[src/rtl/sram_arbiter_pkg.sv]
// Shared types for the two-port sram-like arbiter: request bundle, source IDs, FSM states.
// Pure type/constant package; no logic, no latency.
package sram_arbiter_pkg;

  localparam int unsigned SRAM_AW = 32;
  localparam int unsigned SRAM_DW = 32;

  typedef struct packed {
    logic               req;
    logic               wr;
    logic [1:0]         size;
    logic [SRAM_AW-1:0] addr;
    logic [SRAM_DW-1:0] wdata;
  } sram_req_t;

  typedef enum logic {
    SRC_INST = 1'b0,
    SRC_DATA = 1'b1
  } src_id_e;

  typedef enum logic {
    ST_IDLE = 1'b0,
    ST_LOCK = 1'b1
  } arb_state_e;

  function automatic sram_req_t pack_req(input logic req, input logic wr, input logic [1:0] size,
                                         input logic [SRAM_AW-1:0] addr,
                                         input logic [SRAM_DW-1:0] wdata);
    sram_req_t r;
    r.req   = req;
    r.wr    = wr;
    r.size  = size;
    r.addr  = addr;
    r.wdata = wdata;
    return r;
  endfunction

endpackage

[src/rtl/sram_arb_idfifo.sv]
// In-order 1-bit source-ID FIFO; head visible combinationally, pop/push take effect at the clock edge.
// Push while full is accepted only when a pop happens in the same cycle (slot is reused).
module sram_arb_idfifo #(
  parameter int DEPTH = 4
) (
  input  logic clk,
  input  logic rst,
  input  logic push,
  input  logic pop,
  input  logic din,
  output logic dout,
  output logic full,
  output logic empty
);

  localparam int PW = (DEPTH > 1) ? $clog2(DEPTH) : 1;
  localparam int CW = $clog2(DEPTH) + 1;

  logic [DEPTH-1:0] mem_q;
  logic [PW-1:0]    wr_ptr_q, rd_ptr_q;
  logic [CW-1:0]    cnt_q, cnt_d;
  logic             push_ok, pop_ok;

  assign full    = (cnt_q == CW'(DEPTH));
  assign empty   = (cnt_q == '0);
  assign dout    = mem_q[rd_ptr_q];
  assign pop_ok  = pop & ~empty;
  assign push_ok = push & (~full | pop_ok);

  always_comb begin
    cnt_d = cnt_q;
    if (push_ok && !pop_ok)      cnt_d = cnt_q + CW'(1);
    else if (pop_ok && !push_ok) cnt_d = cnt_q - CW'(1);
  end

  always_ff @(posedge clk or negedge rst) begin
    if (!rst) begin
      mem_q    <= '0;
      wr_ptr_q <= '0;
      rd_ptr_q <= '0;
      cnt_q    <= '0;
    end else begin
      if (push_ok) begin
        mem_q[wr_ptr_q] <= din;
        wr_ptr_q        <= wr_ptr_q + PW'(1);
      end
      if (pop_ok) rd_ptr_q <= rd_ptr_q + PW'(1);
      cnt_q <= cnt_d;
    end
  end

endmodule

[src/rtl/sram_arbiter.sv]
// Two-to-one sram-like arbiter (inst/data -> mem), 0-cycle accept, responses routed in order by ID FIFO.
// Backpressure: mem_addr_ok low holds a LOCK grant; full ID FIFO blocks new requests. SRAM_ARBITER_RR_EN enables round-robin tie-break.
module sram_arbiter
  import sram_arbiter_pkg::*;
#(
  parameter int OUTSTANDING = 4
) (
  input  logic        clk,
  input  logic        rst,
  input  logic        inst_req,
  input  logic        inst_wr,
  input  logic [1:0]  inst_size,
  input  logic [31:0] inst_addr,
  input  logic [31:0] inst_wdata,
  output logic [31:0] inst_rdata,
  output logic        inst_addr_ok,
  output logic        inst_data_ok,
  input  logic        data_req,
  input  logic        data_wr,
  input  logic [1:0]  data_size,
  input  logic [31:0] data_addr,
  input  logic [31:0] data_wdata,
  output logic [31:0] data_rdata,
  output logic        data_addr_ok,
  output logic        data_data_ok,
  output logic        mem_req,
  output logic        mem_wr,
  output logic [1:0]  mem_size,
  output logic [31:0] mem_addr,
  output logic [31:0] mem_wdata,
  input  logic [31:0] mem_rdata,
  input  logic        mem_addr_ok,
  input  logic        mem_data_ok,
  output logic        err_spurious
);

  arb_state_e state_q, state_d;
  src_id_e    lock_src_q, lock_src_d;
  sram_req_t  lock_req_q, lock_req_d;
  sram_req_t  inst_bus, data_bus, sel_bus;
  src_id_e    grant_src, tie_src, head_id;
  logic       grant_vld, req_c, accept;
  logic       fifo_full, fifo_empty, fifo_dout, pop, eff_full;
  logic       err_q, err_d;

  assign inst_bus = pack_req(inst_req, inst_wr, inst_size, inst_addr, inst_wdata);
  assign data_bus = pack_req(data_req, data_wr, data_size, data_addr, data_wdata);

  // A response popping this cycle frees a slot, so a full FIFO can still take a push.
  assign pop      = mem_data_ok & ~fifo_empty;
  assign eff_full = fifo_full & ~pop;

`ifdef SRAM_ARBITER_RR_EN
  src_id_e rr_last_q, rr_last_d;
  assign tie_src = (rr_last_q == SRC_DATA) ? SRC_INST : SRC_DATA;
  always_comb begin
    rr_last_d = rr_last_q;
    if (accept) rr_last_d = grant_src;
  end
  always_ff @(posedge clk or negedge rst) begin
    if (!rst) rr_last_q <= SRC_INST;
    else      rr_last_q <= rr_last_d;
  end
`else
  assign tie_src = SRC_DATA;
`endif

  always_comb begin
    state_d    = state_q;
    lock_src_d = lock_src_q;
    lock_req_d = lock_req_q;
    grant_src  = tie_src;
    grant_vld  = 1'b0;
    sel_bus    = '0;
    req_c      = 1'b0;
    accept     = 1'b0;
    case (state_q)
      ST_IDLE: begin
        if (inst_req && data_req) grant_src = tie_src;
        else if (data_req)        grant_src = SRC_DATA;
        else                      grant_src = SRC_INST;
        grant_vld = rst & ~eff_full & (inst_req | data_req);
        if (grant_vld) sel_bus = (grant_src == SRC_DATA) ? data_bus : inst_bus;
        req_c  = grant_vld & sel_bus.req;
        accept = req_c & mem_addr_ok;
        if (grant_vld && !mem_addr_ok) begin
          state_d    = ST_LOCK;
          lock_src_d = grant_src;
          lock_req_d = sel_bus;
        end
      end
      ST_LOCK: begin
        // Replay the captured request so mem_* cannot move until it is taken.
        grant_src = lock_src_q;
        grant_vld = rst;
        sel_bus   = lock_req_q;
        req_c     = grant_vld & sel_bus.req & ~eff_full;
        accept    = req_c & mem_addr_ok;
        if (accept) state_d = ST_IDLE;
      end
      default: state_d = ST_IDLE;
    endcase
  end

  assign mem_req      = req_c;
  assign mem_wr       = sel_bus.wr;
  assign mem_size     = sel_bus.size;
  assign mem_addr     = sel_bus.addr;
  assign mem_wdata    = sel_bus.wdata;
  assign inst_addr_ok = accept & (grant_src == SRC_INST);
  assign data_addr_ok = accept & (grant_src == SRC_DATA);

  sram_arb_idfifo #(
    .DEPTH(OUTSTANDING)
  ) u_idfifo (
    .clk  (clk),
    .rst  (rst),
    .push (accept),
    .pop  (pop),
    .din  (grant_src == SRC_DATA),
    .dout (fifo_dout),
    .full (fifo_full),
    .empty(fifo_empty)
  );

  assign head_id      = src_id_e'(fifo_dout);
  assign inst_data_ok = pop & (head_id == SRC_INST);
  assign data_data_ok = pop & (head_id == SRC_DATA);
  assign inst_rdata   = mem_rdata;
  assign data_rdata   = mem_rdata;

  assign err_d        = err_q | (mem_data_ok & fifo_empty);
  assign err_spurious = err_q;

  always_ff @(posedge clk or negedge rst) begin
    if (!rst) begin
      state_q    <= ST_IDLE;
      lock_src_q <= SRC_INST;
      lock_req_q <= '0;
      err_q      <= 1'b0;
    end else begin
      state_q    <= state_d;
      lock_src_q <= lock_src_d;
      lock_req_q <= lock_req_d;
      err_q      <= err_d;
    end
  end

endmodule

[config.mk]
export PLATFORM = sky130hd
export DESIGN_NAME = sram_arbiter
export DESIGN_NICKNAME = d
export VERILOG_FILES = /design/src/rtl/sram_arbiter_pkg.sv /design/src/rtl/sram_arb_idfifo.sv /design/src/rtl/sram_arbiter.sv
export SDC_FILE = /design/constraint.sdc
export NUM_CORES = 1
export LEC_CHECK = 0
export ABC_AREA = 0
export ABC_CLOCK_PERIOD_IN_PS = 2500
export BUFFER_PORTS_ARGS = -buffer_cell sky130_fd_sc_hd__buf_4
export CAP_MARGIN = 20
export CORE_AREA = 2 2 121 123
export CTS_CLUSTER_DIAMETER = 50
export CTS_CLUSTER_SIZE = 8
export DETAILED_ROUTE_END_ITERATION = 7
export DIE_AREA = 0 0 123 125
export GPL_ROUTABILITY_DRIVEN = 0
export PLACE_DENSITY = 0.66
export SYNTH_ARGS = -nofsm -noshare
export SYNTH_HDL_FRONTEND = slang
export SYNTH_SLANG_ARGS = --single-unit
[constraint.sdc]
create_clock -name clk -period 2.5 [get_ports clk]
set_input_delay 0.25 -clock clk [delete_from_list [all_inputs] [get_ports clk]]
set_output_delay 0.25 -clock clk [all_outputs]
set_load 0.02 [all_outputs]
==> run metrics, run 1 <==
crit path kind=in2out; initial DRC count=155; Core Area=14200 sq um; most common cell in the synthesized netlist=dfrtp_1; Post-synth top cells=82 x dfrtp_1, 72 x nor2_1, 68 x o21ai_1; vias in the first global route=4256; CTS tree=done; vias=4383; Worst Hold Class=in2reg; Total Negative Setup Slacks=0 ps; Clock Sink Count=82; ys flop type=dfrtp_1; Area Overhead vs Synth=31.1%; final hold violations=0; relative slew slack=60.5%; pwr/cell area=1150 nW/um^2; number of fill cells=1360; final setup margin=78.5 ps; port bufs=212; Post-synth EDFFs=0; dpl cell area=6490 sq um; Seq cells post-synth=82; root buffer cell=clkbuf_16; Synth Net Count=751; first-pass GRT wire length=21400 microns; final wirelength=13600 microns; crit path time final=2420 ps; share of cells above drive strength 1=42.3%; Hold Path Origin=mem_data_ok; Max Cap Violations=0; antenna-violating nets left=0; Setup crit end kind=output pin; achievable frequency=0.413 GHz; Mapped Avg Cell Area=9.14 sq um; yosys warns=0; DRC=0; status=finished, final reports clean; routed len/inst=15.2 microns; post-synthesis cell area=5240 sq um; Worst Max-Slew Pin Slew=592 ps; Critical Path Fanout Max=32; pin count of the biggest net entering global routing=79; via/cell ratio=4.88; Tcrit/Tclk final=96.9%; Rows=44; Endpoint, Worst Hold=err_spurious; Ant. Diodes=0; Die W=123 microns; design area=6870 sq um; Yosys top cell by area=dfrtp_1; NumNets Final=887; H-tree levels=3; total track usage=17.7%; die height=125 microns; Worst Clk Skew=5.54 ps; Slew Limit Fails=0; R2R depth=10; RR Endpoint=u_idfifo.cnt_q[2]; ys async rst share=100%; Initial Util=36.9%; number of antenna violations at the first check in global routing=0; VDD IR-drop max=511 uV; WP data required=2250 ps; gr ovfl total=0; Worst Hold Depth=2; IO Count=309; P_leak=3.30 nW; Clock transition at path regs=60 ps; core occupancy in the finished layout=48.4%; dominant cells by area after synthesis=dfrtp_1 39%, mux2i_1 13%, buf_4 9.3%; CTS Buffer Depth=2; final setup violation count=0; sequential fraction of the synthesis area=39.2%; DRT Pass-1 Iters=4; TritonCTS buffer count=9; multi-input logic area=2470 sq um; top cell type's share of synthesized area=39.2%; Worst R2R Setup Slack=190 ps; total die area=15400 sq um; post-synth cell types=35; dpl ws=210 ps; CP arrival=2170 ps; startpoint class of the critical path=primary input; Sequential Area=2050 sq um; dpl hpwl=10300 microns; worst skew pair latency=340 ps; worst reg2reg startpoint=u_idfifo.cnt_q[0]; Post-Synthesis Cells=573
-- per-layer routing --
metal  track usage [%]  routed length [microns]  vias to the layer above
met5                 0                        0                        -
met4              7.02                      357                        0
met3              4.29                     1050                       35
met2              31.0                     7040                      159
met1              20.4                     5180                     2051
li1                  -                        -                     2138
-- sequential cells by signal, indices dropped and copies added, names as in the netlist --
register,flops
lock_src_q,1
u_idfifo.cnt_q,3
u_idfifo.rd_ptr_q,2
u_idfifo.wr_ptr_q,2
state_q,1
lock_req_q,68
err_spurious,1
u_idfifo.mem_q,4
-- worst max path at each step --
stage	endpoint	from	slack [ps]	cells past startpoint
finish	mem_wdata[19]	rst	80	7
global route	mem_wdata[12]	rst	-9	7
CTS	mem_addr[19]	u_idfifo.cnt_q[0]	80	5
detailed placement	u_idfifo.cnt_q[2]	u_idfifo.cnt_q[0]	210	10
global placement	u_idfifo.cnt_q[2]	u_idfifo.cnt_q[2]	310	10
floorplan	u_idfifo.cnt_q[2]	u_idfifo.cnt_q[2]	70	10
-- report_power, final --
| part | internal [W] | switching (W) | total (W) | leakage, nW |
|---|---|---|---|---|
| clock | 0.000931 | 0.000510 | 0.00144 | 0.157 |
| sequential | 0.00195 | 0.000378 | 0.00233 | 0.896 |
| combinational | 0.00181 | 0.00231 | 0.00412 | 2.25 |
-- through the flow --
stage,total power (W),hold slack (ps),std cells
after CTS,0.00799,149,896
after global placement,0.00641,67.1,879
final,0.00789,160,898
after detailed placement,0.00650,70.7,879
after global routing,0.00847,160,898
after floorplan,0.00501,-45.6,573
-- placed cells by master (no fill, tap or decap), types with 3 or more instances in the layout --
cell,count
nand3_1,4
clkbuf_16,9
xnor2_1,3
o21ai_1,67
a21oi_2,50
a21oi_1,17
ha_1,5
mux2_1,5
inv_1,7
nand2_1,67
xor2_1,3
nor2_1,72
clkbuf_1,3
buf_4,223
dfrtp_1,81
mux2i_1,67
-- critical path, stage by stage --
cell,delay (ps)
dlygate4sd3_1,520
buf_4,160
nand2b_1,90
or3_2,450
buf_4,270
o21ai_1,230
buf_4,170
-- what timing repair did --
action | in CTS | in global routing
setup endpoints to repair | 0 | 43
hold endpoints to repair | 4 | 0
buffers inserted | 0 | 1
hold buffers | 1 | 0
gates resized for setup | 0 | 2
-- cells by family after synthesis --
logic type	after synthesis	share of synthesized area [%]
and+or+nand+nor	153	11.8
AOI/OAI and AO/OA	139	17.5
buffers and inverters	111	13.9
DFF	82	39.2
muxes	76	15.0
xor gates and xnor gates	6	1.00
adders and majority gates	6	1.58
-- cell type report --
type                            count  share of cell area [%]
Clock buffer                       14                    3.84
Clock inverter                      2                   0.874
Inverter                            8                   0.473
Multi-Input combinational cell    380                    35.9
Sequential cell                    82                    29.9
Tap cell                          184                    3.35
Timing Repair Buffer              228                    25.7
(Power assumes the default switching activity.)
==> inputs of run 2 (changes only) <==
--- a/config.mk
+++ b/config.mk
@@ -15,7 +15,9 @@
 export DETAILED_ROUTE_END_ITERATION = 7
 export DIE_AREA = 0 0 123 125
 export GPL_ROUTABILITY_DRIVEN = 0
+export GPL_TIMING_DRIVEN = 0
 export PLACE_DENSITY = 0.66
+export RECOVER_POWER = 50
 export SYNTH_ARGS = -nofsm -noshare
 export SYNTH_HDL_FRONTEND = slang
 export SYNTH_SLANG_ARGS = --single-unit
==> run 2 against run 1 <==
- the run now ends with hold timing left
- sequential power is essentially flat
- count of clock-buffer cells in the layout is 2 lower
- fmax up 1.0%
- routed wire length is 22% higher
- sequential cell count unchanged
- first-iteration DRC count rose by 26%
- die area is the same
- critical path type is now reg2out
- largest power group unchanged
==> run metrics, run 2 (same netlist as run 1, synthesis figures left out) <==
status=finished, violations left; failing checks=hold timing; pin count of the biggest net entering global routing=85; Critical Path Fanout Max=10; CTS Buffer Depth=2; dpl hpwl=12800 microns; IO Count=309; Rows=44; Worst Max-Slew Pin Slew=785 ps; crit path time final=2400 ps; antenna-violating nets left=0; share of cells above drive strength 1=43.5%; Die W=123 microns; crit path kind=reg2out; dpl cell area=7530 sq um; CP max stage cell=or3_4; routed len/inst=15.8 microns; most frequent cells in the layout=279 x buf_4, 82 x dfrtp_1, 77 x clkbuf_1; startpoint class of the critical path=flop; first-pass GRT wire length=25000 microns; fin cells=1050; final setup margin=103 ps; Setup crit end kind=output pin; achievable frequency=0.417 GHz; Most flops, register=lock_req_q; Worst Hold Class=in2async; TritonCTS buffer count=9; Area Overhead vs Synth=46.8%; Initial Util=36.9%; dpl ws=-741 ps; CTS tree=done; H-tree levels=3; most common cell after layout, fill and taps aside=buf_4; largest registers=lock_req_q (68), u_idfifo.mem_q (4), u_idfifo.cnt_q (3); total track usage=20.8%; design area=7690 sq um; Core Area=14200 sq um; Critical Path Most Common Cell=buf_4; Tcrit/Tclk final=95.9%; Ant. Diodes=0; vias in the first global route=4873; final hold violations=82; DRT Pass-1 Iters=4; Placed Cells=1031; final wirelength=16600 microns; Max stage delay on crit path=390 ps; unrepaired setup endpoints after global routing=yes; VDD IR-drop max=457 uV; smallest hold slack=-178 ps; Slew Limit Fails=0; worst skew pair latency=340 ps; vias=5008; final setup violation count=0; port bufs=274; max FFs per register=68; number of antenna violations at the first check in global routing=0; die height=125 microns; P_leak=3.75 nW; relative slew slack=47.6%; CP arrival=2150 ps; total die area=15400 sq um; NumNets Final=1039; pwr/cell area=1080 nW/um^2; gr ovfl total=0; root buffer cell=clkbuf_16; Clock Sink Count=82; Worst Clk Skew=4.52 ps; initial DRC count=196; WP data required=2250 ps; DRC=0; CP Cell Sequence=buf_4, nand2b_1, or3_4, buf_4, buf_4, o21ai_1, buf_4; via/cell ratio=4.77; Clock transition at path regs=60 ps; Max Cap Violations=0
-- run 2: changes by cell type in the layout (fill, tap and decap cells not counted), moves of 2 or more --
cell,delta
buf_1,+2
buf_4,+56
clkbuf_1,+74
buf_6,+5
buf_2,+15
-- run 2: layout make-up --
cell class,count,area (sq um)
clock inverter,4,97.6
inverter,8,32.5
timing repair buffer,277,1850
multi-input combinational,380,2470
tap,184,230
buffer,103,707
fill,1387,6510
sequential,82,2050
clock buffer,12,256
-- run 2: what timing repair did --
action,CTS,global route
setup endpoints to repair,71,20
setup buffers,3,0
gates resized for setup,6,5
hold endpoints to repair,82,82
pin swaps,2,0
gates cloned,0,0
-- run 2: critical path, delay by kind of cell (launching register included) --
kind,cells,cell delay (ps)
compound gates,1,160
buf+inv,4,730
flops,1,360
simple gates,2,560
-- run 2: power breakdown --
| group | internal [W] | switching [W] | leakage, nW |
|---|---|---|---|
| Clock | 0.00103 | 0.000525 | 0.169 |
| Combinational | 0.00192 | 0.00253 | 2.68 |
| Sequential | 0.00195 | 0.000362 | 0.897 |
-- run 2: per-stage QoR --
step	setup TNS, ps	hold WS [ps]	total power (W)	util (%)
2_1_floorplan	0	-45.6	0.00501	-
3_3_place_gp	-9100	443	0.00671	53.0
3_5_place_dp	-12480	446	0.00684	53.0
4_1_cts	0	-144	0.00845	55.8
5_1_grt	-4.95	-147	0.00885	54.1
6_report	0	-178	0.00832	54.1
-- run 2: worst paths after layout --
kind | startpoint | endpoint | slack, ps | depth (start not counted)
setup / recovery | state_q | mem_addr[23] | 100 | 7
hold / removal | rst | err_spurious | -180 | 1
setup reg to reg | u_idfifo.cnt_q[2] | u_idfifo.cnt_q[2] | 190 | 11
hold reg to reg | err_spurious | err_spurious | 470 | 1
max in group asynchronous | rst | lock_req_q[21] | 2310 | 1
min in group clk | mem_data_ok | err_spurious | 150 | 2
-- run 2: metal layers --
| layer | routed length [microns] | up-vias | track usage [%] |
|---|---|---|---|
| met5 | 0 | - | 0 |
| met4 | 406 | 0 | 7.09 |
| met3 | 1350 | 23 | 5.70 |
| met2 | 8460 | 184 | 36.6 |
| met1 | 6410 | 2354 | 24.0 |
| li1 | - | 2447 | - |
